`config.mk`:
```
export PLATFORM = sky130hd
export DESIGN_NAME = bin_to_bcd_seq
export DESIGN_NICKNAME = d
export VERILOG_FILES = /design/src/rtl/bcd_pkg.sv /design/src/rtl/bcd_digit_adj.sv /design/src/rtl/bin_to_bcd_seq.sv
export SDC_FILE = /design/constraint.sdc
export NUM_CORES = 1
export LEC_CHECK = 0
export ABC_AREA = 1
export CAP_MARGIN = 15
export CORE_MARGIN = 8
export CORE_UTILIZATION = 47
export DETAILED_ROUTE_END_ITERATION = 6
export MAX_ROUTING_LAYER = met4
export PLACE_DENSITY = 0.76
export SKIP_CTS_REPAIR_TIMING = 1
export SLEW_MARGIN = 20
export SYNTH_ARGS = -nofsm -noshare
export SYNTH_HDL_FRONTEND = slang
export SYNTH_SLANG_ARGS = --single-unit
```
`constraint.sdc`:
```
create_clock -name clk -period 1.15 [get_ports clk]
set_input_delay 0.1725 -clock clk [delete_from_list [all_inputs] [get_ports clk]]
set_output_delay 0.1725 -clock clk [all_outputs]
set_load 0.05 [all_outputs]
```
`src/rtl/bcd_pkg.sv`:
```
// ============================================================================
// bcd_pkg: shared state encoding and digit-correction helper for bin_to_bcd_seq
// Revision: 1.0
// ============================================================================
`default_nettype none

package bcd_pkg;

  localparam int DIGIT_W       = 4;
  localparam int BCD_MAX_DIGIT = 9;

  typedef enum logic [1:0] {
    IDLE  = 2'd0,
    SHIFT = 2'd1,
    DONE  = 2'd2
  } state_t;

  // Pre-shift correction: a digit of 5..9 would double past 9, so bias it by 3
  function automatic logic [DIGIT_W-1:0] add3_adj(input logic [DIGIT_W-1:0] d);
    return (d > DIGIT_W'(BCD_MAX_DIGIT - 5)) ? d + DIGIT_W'(3) : d;
  endfunction

endpackage

`default_nettype wire

```
`src/rtl/bcd_digit_adj.sv`:
```
// ============================================================================
// bcd_digit_adj: combinational add-3 correction of one BCD digit
// Revision: 1.0
// ============================================================================
`default_nettype none

module bcd_digit_adj
  import bcd_pkg::*;
(
  input  logic [DIGIT_W-1:0] i_digit,
  output logic [DIGIT_W-1:0] o_digit
);

  assign o_digit = add3_adj(i_digit);

endmodule

`default_nettype wire

```
`src/rtl/bin_to_bcd_seq.sv`:
```
// ============================================================================
// bin_to_bcd_seq: one-bit-per-clock double-dabble converter, valid/ready both sides
// Revision: 1.0
// ============================================================================
`default_nettype none

module bin_to_bcd_seq
  import bcd_pkg::*;
#(
  parameter int WIDTH  = 8,
  parameter int DIGITS = 3
) (
  input  logic                      clk,
  input  logic                      rst_n,
  input  logic                      i_in_valid,
  output logic                      o_in_ready,
  input  logic [WIDTH-1:0]          i_bin,
  output logic                      o_out_valid,
  input  logic                      i_out_ready,
  output logic [DIGIT_W*DIGITS-1:0] o_bcd,
  output logic                      o_overflow
);

  localparam int c_BCD_W = DIGIT_W * DIGITS;
  localparam int c_CAT_W = c_BCD_W + WIDTH;
  localparam int c_CNT_W = (WIDTH > 1) ? $clog2(WIDTH) : 1;

  state_t               r_state;
  logic [WIDTH-1:0]     r_sr;
  logic [c_BCD_W-1:0]   r_acc;
  logic [c_CNT_W-1:0]   r_cnt;
  logic                 r_ovf;
  logic                 r_in_ready;
  logic                 r_out_valid;

  logic [c_BCD_W-1:0]   w_adj;
  logic [c_CAT_W-1:0]   w_cat;
  logic [c_CAT_W-1:0]   w_sh;

  genvar g;
  generate
    for (g = 0; g < DIGITS; g++) begin : g_digit
      bcd_digit_adj u_adj (
        .i_digit (r_acc[g*DIGIT_W +: DIGIT_W]),
        .o_digit (w_adj[g*DIGIT_W +: DIGIT_W])
      );
    end
  endgenerate

  assign w_cat = {w_adj, r_sr};
  assign w_sh  = {w_cat[c_CAT_W-2:0], 1'b0};

  always_ff @(posedge clk or negedge rst_n) begin
    if (!rst_n) begin
      r_state     <= IDLE;
      r_sr        <= '0;
      r_acc       <= '0;
      r_cnt       <= '0;
      r_ovf       <= 1'b0;
      r_in_ready  <= 1'b1;
      r_out_valid <= 1'b0;
    end else begin
      case (r_state)
        IDLE: begin
          if (i_in_valid) begin
            r_sr       <= i_bin;
            r_acc      <= '0;
            r_ovf      <= 1'b0;
            r_cnt      <= c_CNT_W'(WIDTH - 1);
            r_in_ready <= 1'b0;
            r_state    <= SHIFT;
          end
        end
        SHIFT: begin
          r_acc <= w_sh[c_CAT_W-1:WIDTH];
          r_sr  <= w_sh[WIDTH-1:0];
          // A carry leaving the top digit means the value needs more digits
          if (w_cat[c_CAT_W-1]) r_ovf <= 1'b1;
          if (r_cnt == '0) begin
            r_out_valid <= 1'b1;
            r_state     <= DONE;
          end else begin
            r_cnt <= r_cnt - c_CNT_W'(1);
          end
        end
        DONE: begin
          if (i_out_ready) begin
            r_out_valid <= 1'b0;
            r_in_ready  <= 1'b1;
            r_state     <= IDLE;
          end
        end
        default: begin
          r_out_valid <= 1'b0;
          r_in_ready  <= 1'b1;
          r_state     <= IDLE;
        end
      endcase
    end
  end

  assign o_in_ready  = r_in_ready;
  assign o_out_valid = r_out_valid;
  assign o_bcd       = r_acc;
  assign o_overflow  = r_ovf;

endmodule

`default_nettype wire

```
==> run summary, run 1 <==
Status - finished, violations left
Failing checks - negative setup slack
Die area - 5320 µm²
Cell area after synthesis - 1520 µm²
Initial antenna violation count - 0
Final WL - 4390 µm
Skew final - 0.0232 ns
Most frequent cells in the layout - nand2_1, buf_12, nand2_2, nand3_1, buf_4
Die H - 72.9 µm
Seq cells post-synth - 28
Final setup fails - 31
Final Max Slew Viols - 0
Tmin final - 1.30 ns
Number of clock sinks - 28
GRT overflow - 0
Yosys top cell by area - dfrtp_1
DR vias/cell - 5.06
Worst path required time - 1.37 ns
Overall routing resource usage - 0.137
Starting density of the core - 0.495
Sequential element share of the synthesized area - 0.461
Synth top area share - 0.443
Share of layout cells above drive strength 1 - 0.494
CTS tree - yes
Cell variety after synth - 21
Hold Fails Final Rpt - 0
H-tree depth - 1
Tcrit/Tclk final - 1.13
Worst-Margin Slew - 0.242 ns
Max Root-Sink Buffers - 2
GR peak layer - met2
Syn_nets - 217
DRT antenna net count - 0
Top Ports - 27
YS warnings - 0
Mapped Cells - 200
Vias in the first global route - 1390
Wirelength per Cell - 14.6 µm
Fillers - 189
Largest net degree at the start of global routing - 29
Max cap viols - 0
Post-DP Area - 2180 µm²
Clock-pin transition on the worst setup and hold timing paths - 0.17 ns
Overall die width - 72.9 µm
Global placer's final weighted congestion - 0.864
Area contributors post-synth - dfrtp_1, nand2_1, nand3_1, inv_1, ha_1
Critical path peak fanout - 8
Drt drc - 0
GR met1 Demand/Resource - 0.163
Rows - 20
Met3 Usage GRT - 0.0151
Worst Hold Class - in2async
First-pass GRT wire length - 5840 µm
Total Nets Final - 275
Mean Syn Cell Area - 7.62 µm²
Master cell of the clock root buffer - clkbuf_4
WP data arrival - 1.52 ns
Via count - 1524
Final HPWL DP - 2450 µm
Fin worst setup slack - -0.153 ns
Final Cell Area - 2580 µm²
Max_slew headroom - 0.838
Buffers on Ports - 26
Unrepaired setup endpoints after global routing - true
Clk_lat worst skew - 0.35 ns
DR iter-0 viols - 125
Kind of critical path - reg2reg
Synthesis-to-finish area growth - 69.0%
Antenna diodes - 0
F_max - 0.768 GHz
CP Launch Type - flop
Commonest non-fill, non-tap cell in the layout - nand2_1
CP Capture Type - flop
Pre-Repair DR Iteration Count - 4
TritonCTS Buffers - 3
Met2 usage - 0.234
Final setup TNS - -1.76 ns
Core ar. - 3080 µm²
-- synthesized netlist by cell type (all sizes together) --
cell / count
a21oi: 4
buf: 4
dfrtp: 27
dfstp: 1
ha: 5
inv: 24
nand2: 92
nand3: 21
nor2: 7
nor3: 1
o21ai: 14
-- registers in the layout, indices dropped and copies added, names as in the netlist --
register	count
o_bcd	12
r_sr	8
r_cnt	3
r_state	2
o_in_ready	1
o_out_valid	1
o_overflow	1
-- kinds of logic (layout without fill, tap and decap cells) --
logic type	Yosys count	after routing	synth area share
AO/OA/AOI/OAI	18	18	0.0739
adder cells (fa/ha/maj)	5	5	0.0411
buffers and inverters	28	85	0.0903
flip-flops	28	28	0.461
AND/OR/NAND/NOR	121	121	0.334
-- worst max-delay path, cell delays in order (launching register included) --
cell and delay, ns:
dfrtp_2 0.51, nor2_4 0.17, nand2_4 0.10, nand2_8 0.14, clkinv_8 0.09, nand2_1 0.08
nand2_1 0.10
-- layout make-up --
type | instances | area [µm²] | share of cell area
flip-flops and latches | 28 | 719 | 0.279
multi-input cells | 144 | 927 | 0.360
clock buffers | 4 | 26.3 | 0.0102
inverters | 24 | 113 | 0.0437
well taps | 44 | 55.1 | 0.0214
repair buffers | 56 | 724 | 0.281
repair inverters | 1 | 11.3 | 0.00437
-- stage by stage --
step / setup slack (ns) / hold WS (ns) / instances / util
after global placement: -0.0974 / 0.455 / 281 / 0.709
after global routing: -0.186 / 0.150 / 301 / 0.837
after CTS: -0.103 / 0.185 / 285 / 0.718
after floorplan: -0.111 / -0.123 / 200 / -
final: -0.153 / 0.146 / 301 / 0.837
after detailed placement: -0.119 / 0.462 / 281 / 0.709
-- path summary, 6_finish.rpt --
check / startpoint / end / slack (ns) / depth (start not counted)
setup / recovery: r_state[1] / r_sr[1] / -0.15 / 6
hold / removal: rst_n / o_bcd[3] / 0.15 / 2
setup reg to reg: r_state[1] / r_sr[1] / -0.15 / 6
hold reg to reg: o_in_ready / o_in_ready / 0.49 / 2
max in group asynchronous: rst_n / o_in_ready / 0.75 / 2
min in group clk: i_bin[0] / r_sr[0] / 0.43 / 3
-- layer usage --
metal  part of all wire  wire length, µm
met4              0.018               78
met3              0.036              157
met1               0.41             1800
met2               0.54             2350
met5                  0                0
Power of run 1 is not shown: default switching activity piles up to over one toggle a cycle in this logic, so the estimate is an artifact.
==> run 2, diff against run 1 <==
--- a/config.mk
+++ b/config.mk
@@ -8,10 +8,10 @@
 export ABC_AREA = 1
 export CAP_MARGIN = 15
 export CORE_MARGIN = 8
-export CORE_UTILIZATION = 47
+export CORE_UTILIZATION = 56
 export DETAILED_ROUTE_END_ITERATION = 6
 export MAX_ROUTING_LAYER = met4
-export PLACE_DENSITY = 0.76
+export PLACE_DENSITY = 0.85
 export SKIP_CTS_REPAIR_TIMING = 1
 export SLEW_MARGIN = 20
 export SYNTH_ARGS = -nofsm -noshare
==> constraint.sdc (replaced) <==
create_clock -name clk -period 1.5 [get_ports clk]
set_input_delay 0.225 -clock clk [delete_from_list [all_inputs] [get_ports clk]]
set_output_delay 0.225 -clock clk [all_outputs]
set_load 0.05 [all_outputs]
==> run 2 against run 1 <==
Effect of this change:
- the run now ends clean
- cell area down 23%
- via count down 14%
- highest routed layer unchanged
- setup slack better by 0.34 ns
- global-route usage up 2.1 points
- fmax down 1.0%
==> run summary, run 2 (same netlist as run 1, synthesis figures left out) <==
F_max - 0.760 GHz (was 0.768 GHz)
Overall die width - 68.2 µm (was 72.9 µm)
Final setup TNS - 0 ns (was -1.76 ns)
Total Power - 5.24 mW
CP Capture Type - flop (unchanged)
Starting density of the core - 0.572 (was 0.495)
Max reg flops - 12 (unchanged)
Max_slew headroom - 0.716 (was 0.838)
Master cell of the clock root buffer - clkbuf_4 (unchanged)
Final Cell Area - 1990 µm² (was 2580 µm²)
Tmin final - 1.32 ns (was 1.30 ns)
R2R Path Start - o_bcd[0] (was r_state[1])
DRT antenna net count - 0 (unchanged)
Rows - 19 (was 20)
Antenna diodes - 0 (unchanged)
Hold Fails Final Rpt - 0 (unchanged)
Via count - 1313 (was 1524)
Core ar. - 2660 µm² (was 3080 µm²)
Commonest non-fill, non-tap cell in the layout - nand2_1 (unchanged)
Tcrit/Tclk final - 0.878 (was 1.13)
Worst slack at placement - 0.144 ns (was -0.119 ns)
Critical path peak fanout - 5 (was 8)
H-tree depth - 1 (unchanged)
Synthesis-to-finish area growth - 30.4% (was 69.0%)
CP startpoint - o_bcd[0] (was r_state[1])
Max cap viols - 0 (unchanged)
Crit-path most repeated cell - nand2_1 (unchanged)
Overall routing resource usage - 0.158 (was 0.137)
Most frequent cells in the layout - nand2_1, dfrtp_1, inv_1, nand3_1, buf_12 (was nand2_1, buf_12, nand2_2, nand3_1, buf_4)
Total Nets Final - 246 (was 275)
Critical path cell sequence - inv_1, ha_1, inv_1, nand2_1, nand2_1, nand2_1, nand3_1, nand2_1 (was nor2_4, nand2_4, nand2_8, clkinv_8, nand2_1, nand2_1)
Final setup fails - 0 (was 31)
Top Ports - 27 (unchanged)
Crit path largest cell delay - 0.48 ns (was 0.51 ns)
Die area - 4650 µm² (was 5320 µm²)
GRT overflow - 0 (unchanged)
Initial antenna violation count - 0 (unchanged)
Fillers - 205 (was 189)
Fin worst setup slack - 0.184 ns (was -0.153 ns)
Max Root-Sink Buffers - 2 (unchanged)
Skew final - 0.0134 ns (was 0.0232 ns)
DR iter-0 viols - 76 (was 125)
Placed cells - 255 (was 281)
VDD IR-drop max - 2000 µV
CP Launch Type - flop (unchanged)
Clock-pin transition on the worst setup and hold timing paths - 0.16 ns (was 0.17 ns)
Unrepaired setup endpoints after global routing - false (was true)
Leakage - 1.04 nW
Fin cells - 259 (was 301)
WP data arrival - 1.61 ns (was 1.52 ns)
TritonCTS Buffers - 3 (unchanged)
Final WL - 3000 µm (was 4390 µm)
Pre-Repair DR Iteration Count - 4 (unchanged)
DR vias/cell - 5.07 (was 5.06)
Post-DP Area - 1930 µm² (was 2180 µm²)
Die H - 68.2 µm (was 72.9 µm)
CTS tree - yes (unchanged)
Buffers on Ports - 26 (unchanged)
P per Cell Area - 2640 nW/µm²
Share of layout cells above drive strength 1 - 0.167 (was 0.494)
Clk_lat worst skew - 0.34 ns (was 0.35 ns)
Drt drc - 0 (unchanged)
Wirelength per Cell - 11.6 µm (was 14.6 µm)
Global placer's final weighted congestion - 0.774 (was 0.864)
Number of clock sinks - 28 (unchanged)
Largest net degree at the start of global routing - 29 (unchanged)
Status - completed (was finished, violations left)
Worst Hold Class - in2async (unchanged)
Kind of critical path - reg2reg (unchanged)
First-pass GRT wire length - 5530 µm (was 5840 µm)
CP max-delay cell - dfrtp_2 (unchanged)
Final Max Slew Viols - 0 (unchanged)
Final HPWL DP - 2240 µm (was 2450 µm)
Worst path required time - 1.79 ns (was 1.37 ns)
Worst-Margin Slew - 0.425 ns (was 0.242 ns)
Vias in the first global route - 1272 (was 1390)
[run 2: changes by cell type in the layout (fill, tap and decap cells not counted), moves of 11 or more]
cell	change
buf_4	-15
dfrtp_1	+11
dfrtp_2	-11
inv_1	+12
nand2_1	+27
nand2_2	-17
[run 2: area by class of cell]
class	instances	area (µm²)	share of cell area
sequential	28	706	0.355
multi-input combinational	144	684	0.344
timing repair buffer	28	413	0.208
inverter	24	92.6	0.0466
tap	31	38.8	0.0195
clock inverter	1	30.0	0.0151
clock buffer	3	22.5	0.0113
[run 2: critical path, delay by kind of cell, from the launching register on]
family / cells / cell delay [ns]
AND/OR/NAND/NOR: 5 / 0.43
adder cells (fa/ha/maj): 1 / 0.16
flip-flops: 1 / 0.48
buffers and inverters: 2 / 0.20
[run 2: through the flow]
stage	hold slack, ns	utilization
global placement	0.455	0.727
global route	0.208	0.746
detailed placement	0.459	0.727
CTS	0.215	0.746
finish	0.218	0.746
floorplan	-0.0706	-
[run 2: worst paths after layout]
kind                              end  cells after the start  slack (ns)
setup / recovery             o_bcd[1]                      8        0.18
hold / removal                r_sr[1]                      2        0.22
setup reg to reg             o_bcd[1]                      8        0.18
hold reg to reg               r_sr[5]                      2        0.49
max in group asynchronous  o_in_ready                      2        1.04
min in group clk              r_sr[0]                      3        0.48
[run 2: metal layers]
metal  wire length, µm  track usage  share of wire
met1              1420        0.187           0.47
met2              1400        0.257           0.47
met3               125       0.0262          0.042
met4                55       0.0742          0.018
met5                 0            -              0
[run 2: report_power, final]
group	leakage, nW	switching, mW	internal (mW)	total, mW
Sequential	0.340	0.353	1.12	1.48
Combinational	0.675	1.97	1.30	3.26
Clock	0.0279	0.228	0.271	0.498
Total	1.04	2.55	2.69	5.24
Power figures use the tool's default switching activity.
==> RTL edit 1 (config.mk and constraints of run 1) <==
Register the output `o_overflow` once more, cleared by the reset; this adds one clock of latency there. The other outputs are not delayed to match.
--- a/src/rtl/bin_to_bcd_seq.sv
+++ b/src/rtl/bin_to_bcd_seq.sv
@@ -103,5 +103,11 @@
   assign o_out_valid = r_out_valid;
   assign o_bcd       = r_acc;
-  assign o_overflow  = r_ovf;
+  always_ff @(posedge clk or negedge rst_n) begin
+    if (!rst_n) begin
+      o_overflow <= '0;
+    end else begin
+      o_overflow <= r_ovf;
+    end
+  end
 
 endmodule
Behaviour: same outputs for any inputs over 10 cycles, from zero or initial values and one cycle with rst_n low; that may be too few to reach the edited logic, so the function may still have changed.
==> RTL edit 1 against run 1 <==
- the run still ends with negative setup slack left
- setup slack better by 85 ps
- cell area up 0.63%
- sequential cell count up 1
- non-clock buffer count down 3
- critical path type unchanged
- synthesized area down 0.25%
- wire length down 3.0%
Power is not shown: default switching activity piles up to over one toggle a cycle in this logic, so the estimate is an artifact.
==> RTL edit 1: results (changes against run 1) <==
set qor(synth.net_count) 218 ;# was 217
set qor(violations) {negative setup slack} ;# unchanged
set qor(place_area_um2) 2175 ;# was 2183 um^2
set qor(met3_length_um) 200 ;# was 157 um
set qor(cts-root-to-sink-buffers) 2 ;# unchanged
set qor(post_synth_main_area_contributors) {dfrtp_1, nand2_1, nand3_1} ;# unchanged
set qor(final_net_count) 274 ;# was 275
set qor(reg2reg_launch_point) {r_state[0]} ;# was r_state[1]
set qor(worst_slack_ps) -68.24 ;# was -152.9 ps
set qor(pre_cts_slack_ps) -110.7 ;# was -119.0 ps
set qor(maxUsedRoutingLayer) {met4} ;# unchanged
set qor(slew-limit-headroom) 0.8522 ;# was 0.8384
set qor(htree_levels) 2 ;# was 1
set qor(met2_wirelength_um) 2170 ;# was 2354 um
set qor(critical_path_arrival_ps) 1480 ;# was 1520 ps
set qor(async_flop_share) 1.000 ;# unchanged
set qor(ys_types) 20 ;# was 21
set qor(ys_seq_area_frac) 0.4782 ;# was 0.4606
set qor(antennaDiodeCount) 0 ;# unchanged
set qor(setup_viol_count_final) 18 ;# was 31
set qor(timing.clock.skew_ps) 10.20 ;# was 23.24 ps
set qor(fillCellCount) 166 ;# was 189
set qor(ctsRootBufferMaster) {clkbuf_4} ;# unchanged
set qor(grt_first_pass_wirelength_um) 6037 ;# was 5844 um
set qor(place.detailed.hpwl_um) 2448 ;# was 2452 um
set qor(critPathMaxFanout) 8 ;# unchanged
set qor(dr.first_iter.drc_count) 104 ;# was 125
set qor(gpl.final_weighted_congestion) 0.9261 ;# was 0.8639
set qor(cts_made_buffers) 5 ;# was 3
set qor(firstDrtPassIters) 4 ;# unchanged
set qor(post_route_cells_drive_above_1_share) 0.4574 ;# was 0.4942
set qor(cts.reportedPaths.clkPinSlew_ps) 90 ;# was 170 ps
set qor(drt-met1-wl_um) 1815 ;# was 1803 um
set qor(worstSkewPairLatency_ps) 320 ;# was 350 ps
set qor(drt_wl_total_um) 4263 ;# was 4393 um
set qor(reg2reg_to) {o_bcd[10]} ;# was r_sr[1]
set qor(first_global_vias) 1412 ;# was 1390
set qor(vias_per_cell) 5.103 ;# was 5.063
set qor(maximum_number_of_pins_on_one_net_before_global_route_repair) 30 ;# was 29
set qor(track_usage) 0.1471 ;# was 0.1371
set qor(largest_register_ff_count) 12 ;# unchanged
set qor(post_synth_most_frequent_cells) {nand2_1, dfrtp_1, inv_1} ;# unchanged
set qor(ys_dominant_reg_cell) {dfrtp_1} ;# unchanged
set qor(run_status) {finished with violations} ;# unchanged
==> RTL edit 1: cell types whose count changed after synthesis, sizes merged <==
cell / delta
a21oi: -1
dfrtp: +1
nand2: +1
nand3: -3
nor2: +1
o21ai: +2
==> RTL edit 1: final cells by class <==
| type | instances | share of cell area |
|---|---|---|
| multi-input cells | 144 | 0.3393 |
| repair buffers | 53 | 0.2891 |
| flip-flops and latches | 29 | 0.2872 |
| inverters | 24 | 0.04054 |
| clock buffers | 8 | 0.02268 |
| well taps | 44 | 0.02124 |
==> RTL edit 1: how the worst max path moves through the flow <==
| stage | startpoint | endpoint | slack, ps | cells past startpoint |
|---|---|---|---|---|
| finish | r_state[0] | o_bcd[10] | -70 | 6 |
| global route | r_cnt[0] | r_cnt[2] | -150 | 6 |
| CTS | r_cnt[0] | r_cnt[2] | -130 | 5 |
| detailed placement | r_cnt[0] | r_cnt[2] | -110 | 5 |
| global placement | i_in_valid | o_bcd[3] | -70 | 6 |
| floorplan | o_bcd[4] | o_bcd[5] | -110 | 8 |
==> RTL edit 1: cells by family after synthesis <==
logic type / Yosys count / synth area share
compound gates: 19 / 0.06502
flops: 29 / 0.4782
fa+ha+maj: 5 / 0.04115
buf+inv: 28 / 0.08560
simple gates: 120 / 0.3300
==> RTL edit 1: per-stage QoR <==
| step | cells | TNS (ps) | hold slack [ps] | util |
|---|---|---|---|---|
| 4_1_cts | 289 | -852.8 | 211.4 | 0.7256 |
| 3_3_place_gp | 281 | -1053 | 366.4 | 0.7065 |
| 3_5_place_dp | 281 | -1746 | 373.6 | 0.7065 |
| 6_report | 302 | -662.8 | 208.4 | 0.8423 |
| 5_1_grt | 302 | -2122 | 222.7 | 0.8423 |
| 2_1_floorplan | 201 | -728.3 | -123.1 | - |
==> RTL edit 1: metal layers <==
layer	vias to the layer above	global-route usage
li1	741	-
met1	736	0.1702
met2	53	0.2306
met3	11	0.04670
met4	0	0.06000
met5	-	-
==> RTL edit 1: worst max-delay path, stage by stage (launching register included) <==
cell	delay, ps
dfrtp_2	460
inv_2	80
nor2_4	190
buf_12	170
buf_6	110
nand3_2	70
nand2_1	80
==> RTL edit 2 (settings of run 1) <==
Without the edit above. `WIDTH`: 8 -> 4.
--- a/src/rtl/bin_to_bcd_seq.sv
+++ b/src/rtl/bin_to_bcd_seq.sv
@@ -8,5 +8,5 @@
   import bcd_pkg::*;
 #(
-  parameter int WIDTH  = 8,
+  parameter int WIDTH  = 4,
   parameter int DIGITS = 3
 ) (
Ports: changed (resized i_bin); port bits go from 27 to 23. The function was not compared with the original's and may differ.
==> RTL edit 2 against run 1 <==
- the flow still finishes with violations (negative setup slack)
- sequential cell count fell by 5
- wire length fell by 17%
- synthesized area fell by 17%
- synthesized cell count fell by 18%
- clock skew fell by 20 ps
- non-clock buffer count fell by 9
- setup slack improved by 83 ps
- cell area fell by 18%
- via count fell by 15%
- critical endpoint is now o_bcd[4]
- highest routed layer unchanged
Power is left out: the tool's default activity adds up to more than one toggle a clock period on the data nets, which glitch-free logic cannot reach.
==> RTL edit 2: results (changes against run 1) <==
set qor(cts.reportedPaths.clkPinSlew_ps) 130 ;# was 170 ps
set qor(final.setup.tns_ps) -966.4 ;# was -1759 ps
set qor(cts_made_buffers) 3 ;# unchanged
set qor(drv_cap) 0 ;# unchanged
set qor(synth.net_count) 177 ;# was 217
set qor(count_of_buffers_inserted_at_the_top_level_ports) 22 ;# was 26
set qor(maximum_number_of_pins_on_one_net_before_global_route_repair) 24 ;# was 29
set qor(reg2reg_launch_point) {r_state[1]} ;# unchanged
set qor(startpoint) {o_bcd[4]} ;# was r_state[1]
set qor(htree_levels) 1 ;# unchanged
set qor(post_synth_most_frequent_cells) {nand2_1, dfrtp_1, inv_1} ;# unchanged
set qor(first_global_vias) 1194 ;# was 1390
set qor(post_route_cells_drive_above_1_share) 0.4744 ;# was 0.4942
set qor(post_synth_main_area_contributors) {dfrtp_1, nand2_1, nand3_1} ;# unchanged
set qor(violations) {negative setup slack} ;# unchanged
set qor(run_status) {finished with violations} ;# unchanged
set qor(worst_slack_ps) -70.20 ;# was -152.9 ps
set qor(track_usage) 0.1421 ;# was 0.1371
set qor(timing.critical_path.slowest_stage_cell) {dfrtp_2} ;# unchanged
set qor(grt_first_pass_wirelength_um) 5030 ;# was 5844 um
set qor(firstDrtPassIters) 4 ;# unchanged
set qor(grt_antenna_before_repair) 0 ;# unchanged
set qor(ys_dominant_reg_cell) {dfrtp_1} ;# unchanged
set qor(largest_register_ff_count) 12 ;# unchanged
set qor(dr.first_iter.drc_count) 58 ;# was 125
set qor(reg2reg_to) {o_bcd[3]} ;# was r_sr[1]
set qor(slew-limit-headroom) 0.8363 ;# was 0.8384
set qor(worstRegToRegCells) 6 ;# unchanged
set qor(ctsRootBufferMaster) {clkbuf_4} ;# unchanged
set qor(hold_ws_ps) 167.3 ;# was 146.3 ps
set qor(final_net_count) 228 ;# was 275
set qor(critical_path.max_stage_delay_ps) 450 ;# was 510 ps
set qor(routedWlPerCell_um) 14.95 ;# was 14.59 um
set qor(critPathMaxFanout) 4 ;# was 8
set qor(cts-root-to-sink-buffers) 2 ;# unchanged
set qor(routed-via-count) 1292 ;# was 1524
set qor(antennaDiodeCount) 0 ;# unchanged
set qor(ys_types) 20 ;# was 21
set qor(worstSkewPairLatency_ps) 320 ;# was 350 ps
set qor(ys.warnings.count) 0 ;# unchanged
set qor(setup_viol_count_final) 21 ;# was 31
set qor(timing.clock.skew_ps) 3.298 ;# was 23.24 ps
set qor(gpl.final_weighted_congestion) 0.7351 ;# was 0.8639
set qor(ys_seq_area_frac) 0.4583 ;# was 0.4606
set qor(place.detailed.hpwl_um) 2346 ;# was 2452 um
set qor(async_flop_share) 1.000 ;# unchanged
set qor(hp-class) {input pin to async pin} ;# unchanged
-- RTL edit 2: worst max-delay path by stage --
stage / to / cells past startpoint
2_1_floorplan: o_bcd[1] / 8
3_3_place_gp: o_bcd[6] / 6
3_5_place_dp: o_bcd[6] / 6
4_1_cts: o_bcd[0] / 2
5_1_grt: o_bcd[6] / 6
6_report: o_bcd[4] / 2
-- RTL edit 2: metal layers --
layer / GRT usage / wire (um)
met3: 0.04305 / 189
met5: - / 0
met1: 0.1660 / 1455
met4: 0.02872 / 40
met2: 0.2355 / 1977
-- RTL edit 2: through the flow --
step                      instance area (um^2)  setup slack, ps  instances
final                                     2101           -70.20        245
after global routing                      2101           -110.7        245
after CTS                                 1804           -79.06        228
after detailed placement                  1777           -119.5        224
after global placement                    1777           -72.84        224
after floorplan                           1315           -109.6        165
-- RTL edit 2: worst max-delay path, delay by kind of cell (launching register included) --
kind	cells	cell delay, ps
buffers and inverters	2	280
DFF	1	450
-- RTL edit 2: layout make-up --
cell class              count  area [um^2]
clock buffers               3        22.52
clock inverters             1        5.005
flip-flops and latches     23        594.3
repair buffers             47        620.6
repair inverters            1        11.26
fillers                   137        399.1
well taps                  30        37.54
inverters                  23        103.9
multi-input cells         117        705.7
-- RTL edit 2: cell families (layout without fill, tap and decap cells) --
family | Yosys count | after routing | share of synthesized area
simple gates | 95 | 96 | 0.3300
buf+inv | 26 | 75 | 0.09742
flops | 23 | 23 | 0.4583
compound gates | 17 | 17 | 0.07455
fa+ha+maj | 4 | 4 | 0.03976
